**src/rtl/ext_tgt_pkg.sv**
```systemverilog
// Shared types and constants for the HPS external-bus target controller.
// Build option EXT_TGT_TIMEOUT_EN (used by the top) enables the forward timeout.
package ext_tgt_pkg;

    typedef enum logic [1:0] {
        ST_IDLE  = 2'd0,
        ST_FWD   = 2'd1,
        ST_LOCAL = 2'd2,
        ST_ACK   = 2'd3
    } state_e;

    localparam logic [1:0]  LOCAL_WIN    = 2'd3;

    localparam logic [3:0]  REG_STATUS   = 4'd0;
    localparam logic [3:0]  REG_MASK     = 4'd1;
    localparam logic [3:0]  REG_TMO_CNT  = 4'd2;

    localparam int          STAT_TMO_BIT = 8;
    localparam int          STAT_DEC_BIT = 9;

    localparam logic [63:0] TMO_DATA     = 64'hDEAD_BEEF_DEAD_BEEF;

    function automatic logic [7:0] sat_inc8(input logic [7:0] v);
        return (v == 8'hFF) ? v : v + 8'd1;
    endfunction

endpackage

```
**src/rtl/ext_tgt_irq_ctrl.sv**
```systemverilog
// Interrupt pending/mask registers, status sticky bits and the registered irq.
// A set arriving in the same cycle as its write-1-to-clear wins.
module ext_tgt_irq_ctrl
    import ext_tgt_pkg::*;
#(
    parameter int NUM_TGT = 3
) (
    input  logic               clk_i,
    input  logic               rst_i,
    input  logic [NUM_TGT-1:0] tgt_irq_i,
    input  logic [NUM_TGT-1:0] pend_clr_i,
    input  logic               tmo_set_i,
    input  logic               tmo_clr_i,
    input  logic               dec_set_i,
    input  logic               dec_clr_i,
    input  logic               mask_we_i,
    input  logic [NUM_TGT-1:0] mask_wdata_i,
    output logic [NUM_TGT-1:0] pend_o,
    output logic [NUM_TGT-1:0] mask_o,
    output logic               tmo_o,
    output logic               dec_o,
    output logic               irq_o
);

    logic [NUM_TGT-1:0] pend_q, pend_d;
    logic [NUM_TGT-1:0] mask_q, mask_d;
    logic               tmo_q, tmo_d;
    logic               dec_q, dec_d;
    logic               irq_q, irq_d;

    always_comb begin
        pend_d = (pend_q & ~pend_clr_i) | tgt_irq_i;
        tmo_d  = (tmo_q & ~tmo_clr_i) | tmo_set_i;
        dec_d  = (dec_q & ~dec_clr_i) | dec_set_i;
        mask_d = mask_we_i ? mask_wdata_i : mask_q;
        irq_d  = |(pend_q & mask_q);
    end

    always_ff @(posedge clk_i or posedge rst_i) begin
        if (rst_i) begin
            pend_q <= '0;
            mask_q <= '0;
            tmo_q  <= 1'b0;
            dec_q  <= 1'b0;
            irq_q  <= 1'b0;
        end else begin
            pend_q <= pend_d;
            mask_q <= mask_d;
            tmo_q  <= tmo_d;
            dec_q  <= dec_d;
            irq_q  <= irq_d;
        end
    end

    assign pend_o = pend_q;
    assign mask_o = mask_q;
    assign tmo_o  = tmo_q;
    assign dec_o  = dec_q;
    assign irq_o  = irq_q;

endmodule

```
**src/rtl/ext_bus_target_ctrl.sv**
```systemverilog
// Bridge-side slave: decodes bus cycles to target windows or local registers.
// Define EXT_TGT_TIMEOUT_EN to force an error response after TIMEOUT_CYC FWD cycles.
//   state | meaning
//   IDLE  | waiting for bus_enable, request fields latched on accept
//   FWD   | target selected, waiting for its ack (or timeout)
//   LOCAL | one-cycle access to the window-3 registers
//   ACK   | acknowledge pulse with registered read_data
module ext_bus_target_ctrl
    import ext_tgt_pkg::*;
#(
    parameter int NUM_TGT     = 3,
    parameter int TIMEOUT_CYC = 255
) (
    input  logic                  clk_clk,
    input  logic                  reset_reset,
    input  logic                  bus_enable,
    input  logic [5:0]            address,
    input  logic [7:0]            byte_enable,
    input  logic                  rw,
    input  logic [63:0]           write_data,
    output logic [63:0]           read_data,
    output logic                  acknowledge,
    output logic                  irq,
    output logic [NUM_TGT-1:0]    tgt_sel,
    output logic [3:0]            tgt_addr,
    output logic [7:0]            tgt_be,
    output logic                  tgt_rw,
    output logic [63:0]           tgt_wdata,
    input  logic [64*NUM_TGT-1:0] tgt_rdata,
    input  logic [NUM_TGT-1:0]    tgt_ack,
    input  logic [NUM_TGT-1:0]    tgt_irq
);

    localparam int TMR_W = (TIMEOUT_CYC > 1) ? $clog2(TIMEOUT_CYC) : 1;
    localparam logic [TMR_W-1:0] TMR_LOAD = TMR_W'(TIMEOUT_CYC - 1);
`ifdef EXT_TGT_TIMEOUT_EN
    localparam bit TMO_EN = 1'b1;
`else
    localparam bit TMO_EN = 1'b0;
`endif

    state_e             state_q, state_d;
    logic [5:0]         addr_q, addr_d;
    logic [7:0]         be_q, be_d;
    logic               rw_q, rw_d;
    logic [63:0]        wdata_q, wdata_d;
    logic [63:0]        rdata_q, rdata_d;
    logic [TMR_W-1:0]   tmr_q, tmr_d;
    logic [7:0]         tmo_cnt_q, tmo_cnt_d;

    logic [NUM_TGT-1:0] sel_oh;
    logic [63:0]        fwd_rdata;
    logic               sel_ack;
    logic               tmo_fire;
    logic               tmo_set, dec_set;
    logic [63:0]        local_rdata;
    logic               status_we, mask_we;
    logic [NUM_TGT-1:0] pend_clr;
    logic [NUM_TGT-1:0] pend, mask;
    logic               tmo_st, dec_st;

    always_comb begin
        sel_oh    = '0;
        fwd_rdata = '0;
        for (int i = 0; i < NUM_TGT; i++) begin
            sel_oh[i] = (addr_q[5:4] == 2'(i));
            if (sel_oh[i]) fwd_rdata = tgt_rdata[i*64 +: 64];
        end
    end

    assign sel_ack  = |(tgt_ack & sel_oh);
    assign tmo_fire = TMO_EN && (tmr_q == '0);

    // Local register side effects happen only in the single LOCAL cycle.
    assign status_we = (state_q == ST_LOCAL) && !rw_q && (addr_q[3:0] == REG_STATUS);
    assign mask_we   = (state_q == ST_LOCAL) && !rw_q && (addr_q[3:0] == REG_MASK) && be_q[0];
    assign pend_clr  = (status_we && be_q[0]) ? wdata_q[NUM_TGT-1:0] : '0;

    always_comb begin
        local_rdata = '0;
        case (addr_q[3:0])
            REG_STATUS: begin
                local_rdata[NUM_TGT-1:0]   = pend;
                local_rdata[STAT_TMO_BIT] = tmo_st;
                local_rdata[STAT_DEC_BIT] = dec_st;
            end
            REG_MASK:    local_rdata[NUM_TGT-1:0] = mask;
            REG_TMO_CNT: local_rdata[7:0]         = tmo_cnt_q;
            default:     local_rdata = '0;
        endcase
    end

    always_comb begin
        state_d   = state_q;
        addr_d    = addr_q;
        be_d      = be_q;
        rw_d      = rw_q;
        wdata_d   = wdata_q;
        rdata_d   = rdata_q;
        tmr_d     = tmr_q;
        tmo_cnt_d = tmo_cnt_q;
        tmo_set   = 1'b0;
        dec_set   = 1'b0;
        case (state_q)
            ST_IDLE: begin
                if (bus_enable) begin
                    addr_d  = address;
                    be_d    = byte_enable;
                    rw_d    = rw;
                    wdata_d = write_data;
                    if (address[5:4] == LOCAL_WIN) begin
                        state_d = ST_LOCAL;
                    end else if (int'(address[5:4]) < NUM_TGT) begin
                        state_d = ST_FWD;
                        tmr_d   = TMR_LOAD;
                    end else begin
                        state_d = ST_ACK;
                        rdata_d = '0;
                        dec_set = 1'b1;
                    end
                end
            end
            ST_FWD: begin
                if (sel_ack) begin
                    rdata_d = rw_q ? fwd_rdata : '0;
                    state_d = ST_ACK;
                end else if (tmo_fire) begin
                    rdata_d   = TMO_DATA;
                    tmo_set   = 1'b1;
                    tmo_cnt_d = sat_inc8(tmo_cnt_q);
                    state_d   = ST_ACK;
                end else begin
                    tmr_d = tmr_q - TMR_W'(1);
                end
            end
            ST_LOCAL: begin
                rdata_d = rw_q ? local_rdata : '0;
                state_d = ST_ACK;
            end
            ST_ACK:  state_d = ST_IDLE;
            default: state_d = ST_IDLE;
        endcase
    end

    always_ff @(posedge clk_clk or posedge reset_reset) begin
        if (reset_reset) begin
            state_q   <= ST_IDLE;
            addr_q    <= '0;
            be_q      <= '0;
            rw_q      <= 1'b0;
            wdata_q   <= '0;
            rdata_q   <= '0;
            tmr_q     <= '0;
            tmo_cnt_q <= '0;
        end else begin
            state_q   <= state_d;
            addr_q    <= addr_d;
            be_q      <= be_d;
            rw_q      <= rw_d;
            wdata_q   <= wdata_d;
            rdata_q   <= rdata_d;
            tmr_q     <= tmr_d;
            tmo_cnt_q <= tmo_cnt_d;
        end
    end

    ext_tgt_irq_ctrl #(
        .NUM_TGT (NUM_TGT)
    ) u_irq (
        .clk_i        (clk_clk),
        .rst_i        (reset_reset),
        .tgt_irq_i    (tgt_irq),
        .pend_clr_i   (pend_clr),
        .tmo_set_i    (tmo_set),
        .tmo_clr_i    (status_we && be_q[1] && wdata_q[STAT_TMO_BIT]),
        .dec_set_i    (dec_set),
        .dec_clr_i    (status_we && be_q[1] && wdata_q[STAT_DEC_BIT]),
        .mask_we_i    (mask_we),
        .mask_wdata_i (wdata_q[NUM_TGT-1:0]),
        .pend_o       (pend),
        .mask_o       (mask),
        .tmo_o        (tmo_st),
        .dec_o        (dec_st),
        .irq_o        (irq)
    );

    assign read_data   = rdata_q;
    assign acknowledge = (state_q == ST_ACK);
    assign tgt_sel     = (state_q == ST_FWD) ? sel_oh : '0;
    assign tgt_addr    = addr_q[3:0];
    assign tgt_be      = be_q;
    assign tgt_rw      = rw_q;
    assign tgt_wdata   = wdata_q;

endmodule
```
**config.mk**
```make
export PLATFORM = sky130hd
export DESIGN_NAME = ext_bus_target_ctrl
export DESIGN_NICKNAME = d
export VERILOG_FILES = /design/src/rtl/ext_tgt_pkg.sv /design/src/rtl/ext_tgt_irq_ctrl.sv /design/src/rtl/ext_bus_target_ctrl.sv
export SDC_FILE = /design/constraint.sdc
export NUM_CORES = 1
export LEC_CHECK = 0
export ABC_CLOCK_PERIOD_IN_PS = 15600
export CAP_MARGIN = 20
export CORE_AREA = 5 5 164 166
export CTS_BUF_LIST = sky130_fd_sc_hd__clkbuf_8 sky130_fd_sc_hd__clkbuf_16
export DETAILED_ROUTE_END_ITERATION = 12
export DIE_AREA = 0 0 169 171
export PLACE_DENSITY = 0.67
export REMOVE_ABC_BUFFERS = 1
export SYNTH_ARGS = -nofsm -noshare
export SYNTH_HDL_FRONTEND = slang
export SYNTH_SLANG_ARGS = --single-unit
```
**constraint.sdc**
```tcl
create_clock -name clk_clk -period 15.6 [get_ports clk_clk]
set_input_delay 4.68 -clock clk_clk [delete_from_list [all_inputs] [get_ports clk_clk]]
set_output_delay 4.68 -clock clk_clk [all_outputs]
set_load 0.02 [all_outputs]
```
After elaboration in Yosys (flattened, before gate mapping). Cells that the tools add are included.

Word-level logic and storage cells: 74. Bits in registers: 154. Output and inout port bits: 146. Input port bits: 280.

Muxes and demuxes: 23. Equality and inequality tests: 11. Reduce and logical (&&, ||, !) cells: 18. Bitwise gates (word level): 10. Magnitude comparators: 1.

Operators with widths (count): $mux W64 (8); $pmux W64 S3 (1); $mux W10 (1); $mux W2 (5); $and A3 B3 Y3 (3); $eq A2 B2 Y1 const B (4); $logic_and A1 B1 Y1 (8); $ne A2 B2 Y1 const B (4); $pmux W2 S4 (1); $mux W3 (2); $pmux W3 S2 (1); $reduce_or A3 Y1 (2); $reduce_and A5 Y1 (1); $eq A2 B1 Y1 const B (2); $eq A4 B1 Y1 const B (1); $logic_not A2 Y1 (2); $logic_not A4 Y1 (1); $mux W1 (4); $reduce_and A2 Y1 (2); $not A3 Y3 (1); $or A3 B3 Y3 (1); $reduce_bool A3 Y1 (1); $and A1 B1 Y1 (2); $lt A2 B2 Y1 const B (1); other kinds (3) (4).

Depth between registers and ports, before layout. Gate-level depths: netlist of run 1.

Depth in word-level cells: 8. Mapped depth: 9. Depth with buffers taken out: 6.

By module. Synthesis of run 1 repeated with hierarchy kept, for this count alone.

Cells, all modules: 662. Area, all modules: 8000.2 µm².

Modules (own cells, without submodules): ext_bus_target_ctrl (cells an instance 637, times used 1, seq. area each 3628.5 µm², area an instance 7666.1 µm²); ext_tgt_irq_ctrl (cells an instance 25, times used 1, seq. area each 225.2 µm², area an instance 334.1 µm²).

Worst setup path before layout of run 1. Ideal clock, no wire load.

Path type: register to output. Start point: register state_q[1]. End point: output tgt_sel[0]. Buffers on the path: 1. Cell stages (with the launch flop): 6. Data required time: 10.920 ns. Setup slack: 9.654 ns. Arrival: 1.266 ns. Path through: dfrtp_1 > inv_1 > ha_1 > buf_6 > nor2b_1 > nor2b_1.

Word-level cells in the longest chain between the ends: 2.

Ends and longest elaborated chain: from (decl) (line ext_bus_target_ctrl.sv:42) `state_e state_q, state_d;`; from (signal assigned) (line ext_bus_target_ctrl.sv:156) `state_q <= state_d;`; $eq A2 B1 Y1 (line ext_bus_target_ctrl.sv:189) `assign tgt_sel = (state_q == ST_FWD) ? sel_oh : '0;`; $mux W3 (line ext_bus_target_ctrl.sv:189); to (decl) (line ext_bus_target_ctrl.sv:24) `output logic [NUM_TGT-1:0] tgt_sel,`.

Every way passes these cells.

Worst setup path after layout of run 1.
Start point: register state_q[1]. End point: output tgt_sel[2].

Same word-level chain as after synthesis.

==> run_results.csv, run 1 <==
group,metric,value,unit
pwr,switching_share,39.8,%
critical_path,startpoint_type,"flop",
clock_network,cts_tree,"built",
clock_network,postCtsSetupRepairBufs,0,
final_layout,syn_to_final_growth,63.9,%
yosys,syn_avg_cell_area,12.1,um2
routing,wl,26700,um
final_layout,final_cells,1408,
final_layout,multi_input_area,3820,um2
global_route,grt_pass1_vias,6993,
clock_network,clock-root-buffer,"clkbuf_16",
final_layout,drive_gt1_share,19.3,%
floorplan,die_x,169,um
floorplan,coreArea,25500,um2
sta,max-slew-margin-rel,31.3,%
floorplan,dieHeight,171,um
pwr,seqPwrFrac,28.0,%
routing,vias,6517,
placed_design,gp_congestion,0.816,
sta,final_max_slew_viol_count,0,
critical_path,critPathMaxFanout,9,
clock_network,path_clk_slew,0.07,ns
clock_network,insertion_delay,0.43,ns
clock_network,cts_buffers,17,
routing,drtIter0Drc,342,
final_layout,ff_latch_area,3860,um2
pwr,p_int,1.45,mW
pwr,clockPowerShare,16.9,%
yosys,ys.warnings.count,0,
routing,firstDrtPassIters,4,
yosys,synthArstFlopShare,100,%
final_layout,fill_cells,2292,
final_layout,diodes,0,
yosys,ys_types,39,
routing,via_per_inst,4.63,
sta,skew,0.0138,ns
yosys,synth_edf_count,0,
critical_path,crit_arrival,2.56,ns
final_layout,stdcell_area,13000,um2
yosys,synth_flop_cell,"dfrtp_1",
critical_path,crit_type,"reg2out",
floorplan,placementRows,59,
yosys,syn_inst,659,
floorplan,start_util,31.3,%
sta,rsz0062_at_grt,"no",
placed_design,portBuffers,425,
routing,routedWlPerCell,18.9,um
global_route,grt_usage,17.7,%
clock_network,h-tree-depth,4,
pwr,power_density,185,nW/um2
sta,period_share,46.4,%
clock_network,post_cts_resized,0,
sta,worstMarginPinSlew,1.03,ns
floorplan,die_area,28900,um2
pwr,p_sw,0.962,mW
sta,setup_viol,0,
critical_path,slowest_delay,0.66,ns
critical_path,cp_cell_sequence,"inv_1 > ha_1 > nor2b_1 > and2_1 > clkdlybuf4s50_1",
clock_network,clock_sinks,154,
pwr,combPwrFrac,55.1,%
floorplan,io-pin-count,426,
flow_run,drv_cap,0,
pwr,ir_worst_vdd,144,uV
yosys,synth_area,7960,um2
global_route,grt_pass1_wl,40400,um
global_route,grt-ovfl-total,0,
global_route,antenna_found_initial,0,
clock_network,clock_path_buffers,2,
placed_design,place_inst,1376,
sta,tns,0,ns
global_route,grt_max_degree,88,
critical_path,cpMaxStageDelayCell,"clkdlybuf4s50_1",
status,status,"finished, final reports clean",
sta,fmax,138,MHz
placed_design,place_area,12400,um2
clock_network,cts_hold_buf,0,
yosys,ys_seq_area_share,48.4,%
pwr,p_leak,5.58,nW
pwr,total_power,2.42,mW
sta,hold_ws,0.490,ns
critical_path,required,10.92,ns
routing,ant_nets,0,
sta,finalHoldViolCount,0,
yosys,synth_seq_cells,154,
placed_design,place_hpwl,20000,um
final_layout,fin_nets,1346,
sta,finalCriticalPeriod,7.24,ns
worst_hold_path,hp-class,"reg2reg",
critical_path,r2r_slack,12.59,ns
critical_path,end_kind,"output pin",
routing,drc,0,
-- cell usage after synthesis, drive strengths merged, types with 4 or more instances --
master | number | area, um2
dfrtp | 154 | 3850
mux2 | 141 | 1800
mux2i | 65 | 651
nand2 | 64 | 248
a21oi | 61 | 305
or2 | 59 | 369
buf | 32 | 208
clkbuf | 18 | 67.6
inv | 7 | 26.3
and3 | 5 | 31.3
ha | 5 | 62.6
nor2b | 5 | 31.3
o21ai | 4 | 20.0
-- worst max-delay path, delay by kind of cell (launching register included) --
kind | cells | cell delay (ns)
flops | 1 | 0.41
buf+inv | 2 | 0.78
fa+ha+maj | 1 | 0.41
simple gates | 2 | 0.54
-- registers in the layout, summed over array words and instances (netlist names) --
signal / cells
addr_q: 6
u_irq.irq_o: 1
state_q: 2
tgt_rw: 1
u_irq.dec_o: 1
tgt_be: 8
u_irq.tmo_o: 1
tgt_wdata: 64
u_irq.mask_o: 3
u_irq.pend_o: 3
read_data: 64
-- cell families after synthesis --
kind of cell	count (synthesis)	share of synthesized area, %
muxes	206	30.8
DFF	154	48.4
and+or+nand+nor	151	9.97
AOI/OAI and AO/OA	86	6.24
buffers and inverters	57	3.79
adders and majority gates	5	0.786
-- worst paths after layout --
check                         startpoint       endpoint  cells past startpoint
min in group asynchronous    reset_reset  read_data[43]                      2
min                        read_data[63]  read_data[63]                      1
min reg2reg                read_data[63]  read_data[63]                      1
max                           state_q[1]     tgt_sel[2]                      5
max reg2reg                   state_q[1]  read_data[62]                      9
max in group asynchronous    reset_reset      addr_q[5]                      3
-- through the flow --
| step | setup slack [ns] | util [%] |
|---|---|---|
| 6_report | 8.36 | 51.2 |
| 5_1_grt | 8.20 | 51.2 |
| 4_1_cts | 8.26 | 51.1 |
| 3_5_place_dp | 8.45 | 48.8 |
| 3_3_place_gp | 8.48 | 48.8 |
| 2_1_floorplan | 6.77 | - |
-- area by class of cell --
cell class              instances  share of cell area, %
multi-input cells             448                   29.3
repair buffers                433                   33.2
inverters                       7                  0.240
clock inverters                14                   1.17
flip-flops and latches        154                   29.6
well taps                     335                   3.21
clock buffers                  17                   3.26
-- layout by cell type (no fill, tap or decap), types with 3 or more instances in the layout --
cell	count
clkdlybuf4s50_1	425
dfrtp_1	152
mux2_2	79
mux2i_1	65
nand2_1	62
a21oi_1	61
mux2_4	57
or2_0	34
or2_2	25
clkbuf_16	17
buf_4	7
inv_1	6
inv_8	6
and3_1	5
mux2_1	5
inv_6	5
ha_1	5
nor2b_1	4
o21ai_0	4
nor2_1	3
nand3b_1	3
a221oi_1	3
o2bb2ai_1	3
a31oi_1	3
a21o_1	3
-- power by group through the flow --
| stage | clock (mW) | sequential (mW) | combinational (mW) |
|---|---|---|---|
| after floorplan | 0 | 0.882 | 0.574 |
| after global placement | 0 | 0.678 | 1.34 |
| after detailed placement | 0 | 0.684 | 1.34 |
| after CTS | 0.423 | 0.679 | 1.35 |
| after global routing | 0.443 | 0.701 | 1.43 |
| final | 0.408 | 0.677 | 1.33 |
-- layer usage --
metal	GRT usage (%)	up-vias	share of wire, %
met3	8.64	26	11
met2	29.8	285	48
li1	-	3105	-
met5	0	-	0
met1	20.2	3101	39
met4	4.87	0	1.8
Power figures use the tool's default switching activity.
==> run 2: changes to the inputs <==
Settings changed: ABC_CLOCK_PERIOD_IN_PS 15600 to 7450, CORE_AREA 5 5 164 166 to 5 5 161 163, DIE_AREA 0 0 169 171 to 0 0 166 168, PLACE_DENSITY 0.67 to 0.69.
Clock period 15.6 ns to 7.45 ns, I/O delays scaled along.
==> run 2 against run 1 <==
Effect of this change:
- hold slack about the same
- largest power group unchanged
- highest routed layer unchanged
- sequential cell count unchanged
- first-iteration DRC count up 8.2%
- critical path type unchanged
- critical endpoint is now tgt_sel[0]
- non-clock buffer count up 1
==> run_results.csv, run 2 (synthesis results as in run 1) <==
group,metric,value,unit
status,status,"finished, final reports clean",
clock_network,post_cts_resized,0,
floorplan,dieHeight,168,um
sta,period_share,62.0,%
pwr,p_sw,2.00,mW
sta,max-slew-margin-rel,39.9,%
pwr,p_leak,5.58,nW
flow_run,drv_cap,0,
placed_design,place_hpwl,20500,um
placed_design,portBuffers,425,
critical_path,startpoint_type,"flop",
sta,setup_viol,0,
sta,worstMarginPinSlew,0.902,ns
critical_path,critPathMaxFanout,9,
clock_network,cts_tree,"built",
critical_path,crit_arrival,2.39,ns
global_route,grt_pass1_vias,7128,
global_route,grt_max_degree,68,
routing,via_per_inst,4.74,
worst_hold_path,hp-class,"reg2reg",
pwr,combPwrFrac,54.3,%
routing,drtIter0Drc,370,
sta,rsz0062_at_grt,"no",
floorplan,placementRows,57,
sta,fin_ws,2.83,ns
placed_design,gp_congestion,0.825,
final_layout,ff_latch_area,3860,um2
routing,drc,0,
floorplan,die_area,27900,um2
sta,finalHoldViolCount,0,
pwr,power_density,391,nW/um2
critical_path,end_kind,"output pin",
clock_network,insertion_delay,0.42,ns
pwr,p_int,3.09,mW
sta,finalCriticalPeriod,4.62,ns
clock_network,postCtsSetupRepairBufs,0,
final_layout,fill_cells,2123,
placed_design,dp_slack,2.68,ns
floorplan,die_x,166,um
final_layout,fin_nets,1347,
clock_network,clock_sinks,154,
routing,routedWlPerCell,19.6,um
global_route,antenna_found_initial,1,
clock_network,clock_path_buffers,2,
clock_network,path_clk_slew,0.07,ns
pwr,ir_worst_vdd,255,uV
final_layout,multi_input_area,3820,um2
pwr,clockPowerShare,17.6,%
critical_path,required,5.22,ns
sta,fmax,216,MHz
routing,firstDrtPassIters,4,
floorplan,coreArea,24200,um2
critical_path,cp-startpoint,"state_q[1]",
pwr,seqPwrFrac,28.2,%
clock_network,clock-root-buffer,"clkbuf_16",
final_layout,drive_gt1_share,19.4,%
clock_network,cts_buffers,17,
worst_hold_path,holdCritStartpoint,"read_data[2]",
clock_network,h-tree-depth,4,
global_route,grt_pass1_wl,42300,um
clock_network,cts_hold_buf,0,
sta,skew,0.0119,ns
critical_path,crit_type,"reg2out",
final_layout,layout.cells.most_common,"clkdlybuf4s50_1",
critical_path,r2r-start,"state_q[1]",
final_layout,syn_to_final_growth,64.0,%
sta,final_max_slew_viol_count,0,
routing,vias,6630,
floorplan,start_util,32.9,%
final_layout,final_cell_mix,"clkdlybuf4s50_1, dfrtp_1, mux2_2, mux2i_1, nand2_1",
sta,tns,0,ns
routing,wl,27400,um
global_route,grt-ovfl-total,0,
pwr,switching_share,39.3,%
routing,ant_nets,0,
floorplan,io-pin-count,426,
global_route,grt_usage,19.2,%
run 2: cell count changes in the layout (fill, tap and decap cells not counted):
cell / delta
buf_12: +1
buf_16: -1
buf_4: +1
bufinv_16: +2
clkbuf_8: +1
clkinv_4: -2
clkinv_8: -2
clkinvlp_4: +3
diode_2: +1
inv_6: +2
inv_8: -4
run 2: cell type report:
cell class | count | share of cell area, %
tap | 324 | 3.11
timing repair buffer | 434 | 33.2
clock inverter | 13 | 1.21
antenna | 1 | 0.0192
clock buffer | 18 | 3.36
inverter | 7 | 0.240
sequential | 154 | 29.6
multi-input combinational | 448 | 29.3
run 2: critical path: stages, from the launching register on:
cell and delay, ns:
dfrtp_1 0.43, inv_1 0.12, ha_1 0.39, nor2b_1 0.24, nor2b_1 0.17, clkdlybuf4s50_1 0.62
run 2: through the flow:
step | hold WS [ns] | std cells | instance area [um2] | power (mW) | utilization (%)
after floorplan | 0.466 | 609 | 7680 | 3.05 | -
after global placement | 0.475 | 1366 | 12400 | 4.20 | 51.4
after detailed placement | 0.476 | 1367 | 12500 | 4.25 | 51.5
after CTS | 0.494 | 1398 | 13100 | 5.17 | 54.0
after global routing | 0.516 | 1399 | 13100 | 5.39 | 54.0
final | 0.490 | 1399 | 13100 | 5.10 | 54.0
run 2: path summary, 6_finish.rpt:
kind	to	slack [ns]	cells after the start
worst max register to register	read_data[63]	4.37	8
worst min-delay path	read_data[2]	0.49	1
worst max-delay path	tgt_sel[0]	2.83	5
max in group asynchronous	addr_q[5]	3.95	3
worst min register to register	read_data[2]	0.49	1
min in group asynchronous	tgt_be[2]	2.17	2
run 2: power by group through the flow:
stage               combinational [mW]  sequential [mW]  clock [mW]
floorplan                         1.20             1.85           0
global placement                  2.73             1.47           0
detailed placement                2.79             1.45           0
CTS                               2.81             1.44       0.917
global route                      2.94             1.49       0.953
finish                            2.77             1.44       0.895
run 2: layer usage:
metal / track usage (%) / part of all wire [%] / vias to the layer above
li1: - / - / 3105
met1: 23.5 / 41 / 3239
met2: 32.6 / 50 / 261
met3: 6.14 / 7.6 / 25
met4: 5.49 / 1.6 / 0
met5: 0 / 0 / -
